===== src/rtl/cmul_share_arb_pkg.sv =====
// Q-format constants and helpers shared by the complex-multiply arbiter and its core.
// Saturation helpers are only used when CMUL_SAT_EN is defined.
`ifndef FIXED_POINT_WIDTH
`define FIXED_POINT_WIDTH 13
`endif
`ifndef FRACTION_BITS
`define FRACTION_BITS 8
`endif

package cmul_share_arb_pkg;

    localparam int FIXED_POINT_WIDTH = `FIXED_POINT_WIDTH;
    localparam int FRACTION_BITS     = `FRACTION_BITS;
    localparam int FULL_WIDTH        = 2 * FIXED_POINT_WIDTH + 2;

    typedef logic signed [FULL_WIDTH-1:0]        full_t;
    typedef logic signed [FIXED_POINT_WIDTH-1:0] fix_t;

    localparam full_t Q_MAX = {{(FULL_WIDTH-FIXED_POINT_WIDTH+1){1'b0}}, {(FIXED_POINT_WIDTH-1){1'b1}}};
    localparam full_t Q_MIN = {{(FULL_WIDTH-FIXED_POINT_WIDTH+1){1'b1}}, {(FIXED_POINT_WIDTH-1){1'b0}}};

    // Shift the magnitude so negative values round toward zero, not toward -inf.
    function automatic full_t trunc_scale(input full_t x, input int sh);
        full_t mag_v;
        full_t res_v;
        if (x[FULL_WIDTH-1]) begin
            mag_v = -x;
            res_v = -(mag_v >> sh);
        end else begin
            mag_v = x;
            res_v = mag_v >> sh;
        end
        return res_v;
    endfunction

    function automatic logic is_over(input full_t x);
        return (x > Q_MAX) || (x < Q_MIN);
    endfunction

    function automatic fix_t saturate(input full_t x);
        fix_t res_v;
        if (x > Q_MAX) begin
            res_v = Q_MAX[FIXED_POINT_WIDTH-1:0];
        end else if (x < Q_MIN) begin
            res_v = Q_MIN[FIXED_POINT_WIDTH-1:0];
        end else begin
            res_v = x[FIXED_POINT_WIDTH-1:0];
        end
        return res_v;
    endfunction

endpackage


===== src/rtl/cmul_share_arb_cmul_core.sv =====
// Combinational complex multiply (optional conj(b)) with truncate-toward-zero scaling.
// CMUL_SAT_EN selects clamping plus a sat output instead of wrap-around.
module cmul_core
    import cmul_share_arb_pkg::*;
#(
    parameter int FRAC = FRACTION_BITS
) (
    input  logic [FIXED_POINT_WIDTH-1:0] a_re,
    input  logic [FIXED_POINT_WIDTH-1:0] a_im,
    input  logic [FIXED_POINT_WIDTH-1:0] b_re,
    input  logic [FIXED_POINT_WIDTH-1:0] b_im,
    input  logic                         conj,
    output logic [FIXED_POINT_WIDTH-1:0] p_re,
    output logic [FIXED_POINT_WIDTH-1:0] p_im
`ifdef CMUL_SAT_EN
    ,
    output logic                         sat
`endif
);

    localparam int W = FIXED_POINT_WIDTH;

    logic signed [W:0] b_im_x_s;
    logic signed [W:0] b_im_c_s;
    full_t ar_s, ai_s, br_s, bi_s;
    full_t re_full_s, im_full_s, re_scl_s, im_scl_s;

    // Sign-extend everything to full width so no partial sum can overflow
    always_comb begin
        b_im_x_s = {b_im[W-1], b_im};
        if (conj) begin
            b_im_c_s = -b_im_x_s;
        end else begin
            b_im_c_s = b_im_x_s;
        end
        ar_s = {{(FULL_WIDTH-W){a_re[W-1]}}, a_re};
        ai_s = {{(FULL_WIDTH-W){a_im[W-1]}}, a_im};
        br_s = {{(FULL_WIDTH-W){b_re[W-1]}}, b_re};
        bi_s = {{(FULL_WIDTH-W-1){b_im_c_s[W]}}, b_im_c_s};
        re_full_s = ar_s * br_s - ai_s * bi_s;
        im_full_s = ar_s * bi_s + ai_s * br_s;
        re_scl_s  = trunc_scale(re_full_s, FRAC);
        im_scl_s  = trunc_scale(im_full_s, FRAC);
`ifdef CMUL_SAT_EN
        p_re = saturate(re_scl_s);
        p_im = saturate(im_scl_s);
        sat  = is_over(re_scl_s) | is_over(im_scl_s);
`else
        p_re = re_scl_s[W-1:0];
        p_im = im_scl_s[W-1:0];
`endif
    end

endmodule


===== src/rtl/cmul_share_arb.sv =====
// Round-robin sharing of one two-stage complex multiplier among N requesters.
// Define CMUL_SAT_EN for saturating results and the sat_flag output.
module cmul_share_arb
    import cmul_share_arb_pkg::*;
#(
    parameter int N    = 4,
    parameter int W    = FIXED_POINT_WIDTH,
    parameter int FRAC = FRACTION_BITS,
    parameter int IDW  = $clog2(N)
) (
    input  logic           clk,
    input  logic           rst,
    input  logic [N-1:0]   req_valid,
    output logic [N-1:0]   req_ready,
    input  logic [N-1:0]   req_conj,
    input  logic [N*W-1:0] req_a_re,
    input  logic [N*W-1:0] req_a_im,
    input  logic [N*W-1:0] req_b_re,
    input  logic [N*W-1:0] req_b_im,
    output logic           res_valid,
    input  logic           res_ready,
    output logic [IDW-1:0] res_id,
    output logic [W-1:0]   res_re,
    output logic [W-1:0]   res_im
`ifdef CMUL_SAT_EN
    ,
    output logic           sat_flag
`endif
);

    logic [IDW-1:0] ptr_r, grant_s, ptr_nxt_s;
    logic           found_s, adv_s, accept_s;
    logic           s1_valid_r, s1_conj_r;
    logic [IDW-1:0] s1_id_r;
    logic [W-1:0]   s1_a_re_r, s1_a_im_r, s1_b_re_r, s1_b_im_r;
    logic [W-1:0]   core_re_s, core_im_s;
`ifdef CMUL_SAT_EN
    logic           core_sat_s;
`endif

    assign adv_s = !res_valid || res_ready;

    // Round-robin search starting at the pointer, wrapping N-1 -> 0
    always_comb begin
        int idx_v;
        idx_v   = 0;
        found_s = 1'b0;
        grant_s = '0;
        for (int k = 0; k < N; k++) begin
            idx_v = int'(ptr_r) + k;
            if (idx_v >= N) begin
                idx_v = idx_v - N;
            end else begin
                idx_v = idx_v;
            end
            if (!found_s && req_valid[idx_v[IDW-1:0]]) begin
                found_s = 1'b1;
                grant_s = idx_v[IDW-1:0];
            end else begin
                found_s = found_s;
            end
        end
    end

    // Ready is offered only to the granted requester, and only while the pipe can advance
    always_comb begin
        req_ready = '0;
        accept_s  = !rst && found_s && adv_s;
        if (accept_s) begin
            req_ready[grant_s] = 1'b1;
        end else begin
            req_ready = '0;
        end
        if (int'(grant_s) == N - 1) begin
            ptr_nxt_s = '0;
        end else begin
            ptr_nxt_s = grant_s + 1'b1;
        end
    end

    // Round-robin pointer moves past the winner only on an accepted request
    always_ff @(posedge clk) begin
        if (rst) begin
            ptr_r <= '0;
        end else if (accept_s) begin
            ptr_r <= ptr_nxt_s;
        end else begin
            ptr_r <= ptr_r;
        end
    end

    // Stage 1: captured operands, tag and conj flag
    always_ff @(posedge clk) begin
        if (rst) begin
            s1_valid_r <= 1'b0;
            s1_conj_r  <= 1'b0;
            s1_id_r    <= '0;
            s1_a_re_r  <= '0;
            s1_a_im_r  <= '0;
            s1_b_re_r  <= '0;
            s1_b_im_r  <= '0;
        end else if (adv_s) begin
            s1_valid_r <= accept_s;
            if (accept_s) begin
                s1_conj_r <= req_conj[grant_s];
                s1_id_r   <= grant_s;
                s1_a_re_r <= req_a_re[int'(grant_s)*W +: W];
                s1_a_im_r <= req_a_im[int'(grant_s)*W +: W];
                s1_b_re_r <= req_b_re[int'(grant_s)*W +: W];
                s1_b_im_r <= req_b_im[int'(grant_s)*W +: W];
            end else begin
                s1_conj_r <= s1_conj_r;
                s1_id_r   <= s1_id_r;
                s1_a_re_r <= s1_a_re_r;
                s1_a_im_r <= s1_a_im_r;
                s1_b_re_r <= s1_b_re_r;
                s1_b_im_r <= s1_b_im_r;
            end
        end else begin
            s1_valid_r <= s1_valid_r;
        end
    end

    cmul_core #(
        .FRAC (FRAC)
    ) u_core (
        .a_re (s1_a_re_r),
        .a_im (s1_a_im_r),
        .b_re (s1_b_re_r),
        .b_im (s1_b_im_r),
        .conj (s1_conj_r),
        .p_re (core_re_s),
        .p_im (core_im_s)
`ifdef CMUL_SAT_EN
        ,
        .sat  (core_sat_s)
`endif
    );

    // Stage 2: registered result; payload only updates when a real product arrives
    always_ff @(posedge clk) begin
        if (rst) begin
            res_valid <= 1'b0;
            res_id    <= '0;
            res_re    <= '0;
            res_im    <= '0;
`ifdef CMUL_SAT_EN
            sat_flag  <= 1'b0;
`endif
        end else if (adv_s) begin
            res_valid <= s1_valid_r;
            if (s1_valid_r) begin
                res_id   <= s1_id_r;
                res_re   <= core_re_s;
                res_im   <= core_im_s;
`ifdef CMUL_SAT_EN
                sat_flag <= core_sat_s;
`endif
            end else begin
                res_id   <= res_id;
                res_re   <= res_re;
                res_im   <= res_im;
            end
        end else begin
            res_valid <= res_valid;
        end
    end

endmodule


===== config.mk =====
export PLATFORM = sky130hd
export DESIGN_NAME = cmul_share_arb
export DESIGN_NICKNAME = d
export VERILOG_FILES = /design/src/rtl/cmul_share_arb_pkg.sv /design/src/rtl/cmul_share_arb_cmul_core.sv /design/src/rtl/cmul_share_arb.sv
export SDC_FILE = /design/constraint.sdc
export NUM_CORES = 2
export LEC_CHECK = 0
export ABC_AREA = 1
export CAP_MARGIN = 20
export CORE_ASPECT_RATIO = 0.9
export CORE_MARGIN = 4
export CORE_UTILIZATION = 46
export CTS_BUF_LIST = sky130_fd_sc_hd__clkbuf_8
export CTS_CLUSTER_SIZE = 14
export DETAILED_ROUTE_END_ITERATION = 8
export PLACE_DENSITY_LB_ADDON = 0.1
export SETUP_SLACK_MARGIN = 0.2
export SLEW_MARGIN = 30
export SYNTH_ARGS = -nofsm -noshare
export SYNTH_HDL_FRONTEND = slang
export SYNTH_SLANG_ARGS = --single-unit
export TNS_END_PERCENT = 10

===== constraint.sdc =====
create_clock -name clk -period 8.7 [get_ports clk]
set_input_delay 1.74 -clock clk [delete_from_list [all_inputs] [get_ports clk]]
set_output_delay 1.74 -clock clk [all_outputs]
set_load 0.1 [all_outputs]

==> impl_metrics.csv <==
group,metric,value,unit
routing,routed_wire_length_per_instance,19.07,um
routing,wl,111600,um
synthesis,synthCells,4604,
timing,hold_viol,0,
setup_path,crit_type,"reg2reg",
setup_path,arrival,8.52,ns
synthesis,synth_area_leaders,"fa_1 45%, inv_1 13%, nand2_1 12%",
setup_path,crit_top_cell,"fa_1",
setup_path,worst_path_largest_cell_delay,0.55,ns
synthesis,yosysMostFrequentCell,"inv_1",
setup_path,cp_top_family,"adder cells",
run,cap_violations,0,
die,dieArea,81700,sq um
timing,rsz0062_at_grt,"yes",
synthesis,yosys_most_used_dff,"dfxtp_1",
synthesis,ys_seq_area_share,4.905,%
die,rows,96,
synthesis,synth_top_family_by_area,"adder cells",
synthesis,netlist.top_cell.by_area,"fa_1",
routing,ant_nets,0,
layout,utilization,53.19,%
die,ios,252,
global_route,grt_pass1_wl,175900,um
routing,drc,0,
layout,final_area,40630,sq um
synthesis,syn_area_per_cell,7.712,sq um
timing,fin_crit_sh,94.13,%
routing,via_count,29340,
timing,worstMarginPinSlew,1.022,ns
synthesis,syn-cell-area,35510,sq um
synthesis,async_flop_share,0,%
placed_design,io_buffers,251,
global_route,grt_max_degree,85,
routing,route.met2.wl,53810,um
die,die_h,271.6,um
global_route,grt.overflow.total,0,
setup_path,start_kind,"flop",
synthesis,synth_edf_count,0,
clock_tree,tritoncts,"built",
synthesis,yosys.area.top_type_share,45.22,%
routing,dr_wl_met3,7869,um
setup_path,slowest_stage,"fa_1",
timing,slew_headroom,31.65,%
layout,final_nets,6084,
synthesis,yosys.area_share.xor_xnor,1.152,%
clock_tree,ctsLongestPathBuffers,2,
timing,clock-skew-final,0.03563,ns
placed_design,dpl.hpwl,93660,um
routing,drt_first_iter_violations,2003,
global_route,grt_usage,28.18,%
clock_tree,htreeDepth,3,
global_route,grt_pass1_vias,30280,
die,core_area,76390,sq um
layout,nFillCells,7553,
clock_tree,numCtsBuffers,9,
routing,highest_layer,"met5",
clock_tree,cts.clk_slew.worst_paths,0.13,ns
synthesis,synth_fa_ha_area_share,53.82,%
synthesis,synth_fp_nets,5869,
hold_path,hold_class,"reg2reg",
timing,fmax,122.1,MHz
timing,maxSlewViolCount,0,
layout,drive_gt1_share,9.123,%
setup_path,worst_setup_path_end_kind,"flop",
synthesis,ys_warn_count,0,
routing,drtPass1Iterations,7,
timing,post-route-min-period,8.189,ns
layout,area.growth.synth_to_final,14.43,%
clock_tree,cts.sinks,87,
synthesis,ys_types,51,
routing,wl_met1,47240,um
placed_design,place.gp.congestion,0.9239,
setup_path,crit_fanout,8,
synthesis,synth-simple-area-share,20.78,%
synthesis,synth_mux_area_share,0,%
timing,setup_tns,0,ns
setup_path,crit_buf_inv,12,
die,die_x,300.9,um
run_status,status,"finished clean",
routing,viasPerCell,5.012,
clock_tree,cts-root-buf,"clkbuf_8",
die,initial_core_util,46.48,%
global_route,antenna_found_initial,2,
timing,setup_viol_count_final,0,
placed_design,placed_area,39430,sq um
clock_tree,worstSkewPairLatency,0.45,ns
setup_path,cp.required,9.03,ns
synthesis,synth-seq-cells,87,
synthesis,synth_compound_area_share,4.334,%
synthesis,synth_common_cells,"1195 x inv_1, 1143 x nand2_1, 802 x fa_1",
clock_tree,cts_hold_buf,0,
## registers in the layout (all words and copies together), names as in the netlist
name and cells:
ptr_r 2, res_id 2, res_im 13, res_re 13
res_valid 1, s1_a_im_r 13, s1_a_re_r 13, s1_b_im_r 13
s1_b_re_r 13, s1_conj_r 1, s1_id_r 2, s1_valid_r 1
## routing by layer
metal	global-route usage, %	vias to the layer above
li1	-	13740
met1	38.45	14660
met2	47.02	821
met3	5.038	115
met4	6.347	4
met5	0	-
## path summary, 6_finish.rpt
| check | from | cells past startpoint | endpoint | slack, ns |
|---|---|---|---|---|
| hold / removal | res_im[5] | 2 | res_im[5] | 0.47 |
| setup reg to reg | s1_b_im_r[1] | 40 | res_im[5] | 0.51 |
| hold reg to reg | res_im[5] | 2 | res_im[5] | 0.47 |
| setup / recovery | s1_b_im_r[1] | 40 | res_im[5] | 0.51 |
## what timing repair did
item                       in CTS  in global routing
gates cloned                    0                  1
setup endpoints to repair      14                 26
resized for setup               8                193
pin swaps                       3                 82
hold endpoints to repair        0                  0
setup buffers                   1                 28
## layout make-up
class | count | area [sq um] | share of cell area [%]
diodes | 1 | 2.502 | 0.006159
clock buffers | 9 | 123.9 | 0.3049
clock inverters | 6 | 93.84 | 0.2310
inverters | 1206 | 4557 | 11.22
multi-input cells | 3117 | 29080 | 71.58
flip-flops and latches | 87 | 1753 | 4.314
well taps | 1029 | 1287 | 3.169
repair buffers | 398 | 3730 | 9.180
## per-stage QoR
step	worst slack [ns]	std cells	hold WS (ns)
after global placement	0.1055	5807	0.4536
after detailed placement	0.001797	5807	0.4558
after global routing	0.1427	5853	0.4963
after CTS	0.2144	5823	0.4754
after floorplan	0.8239	4604	0.4506
final	0.5106	5853	0.4730
## logic make-up after synthesis
group	after synthesis
fa+ha+maj	1046
simple gates	1778
compound gates	248
flops	87
xor+xnor	45
buf+inv	1400
## placed cells by master, fill, tap and decap left out, drive strengths merged, types with 11 or more instances in the layout
cell | synthesis | routed
or2 | 14 | 14
o32ai | 11 | 11
dfxtp | 87 | 87
nand2 | 1192 | 1192
nand3 | 122 | 122
xor2 | 22 | 22
xnor2 | 23 | 23
o21ai | 58 | 58
ha | 244 | 244
nor3 | 13 | 13
nand4 | 38 | 38
inv | 1203 | 1201
nor2 | 381 | 381
a21oi | 119 | 119
clkdlybuf4s50 | 0 | 247
buf | 41 | 150
fa | 802 | 802
o211ai | 12 | 12
a311oi | 30 | 30
## worst reg2reg max path, delay by kind of cell (launching register included)
kind,cells,cell delay (ns)
and+or+nand+nor,14,1.78
buffers and inverters,12,1.17
xor gates and xnor gates,1,0.18
adders and majority gates,9,3.78
AOI/OAI and AO/OA,4,0.76
DFF,1,0.38
Power is left out: the tool's default activity adds up to more than one toggle a clock period on the data nets, which glitch-free logic cannot reach.
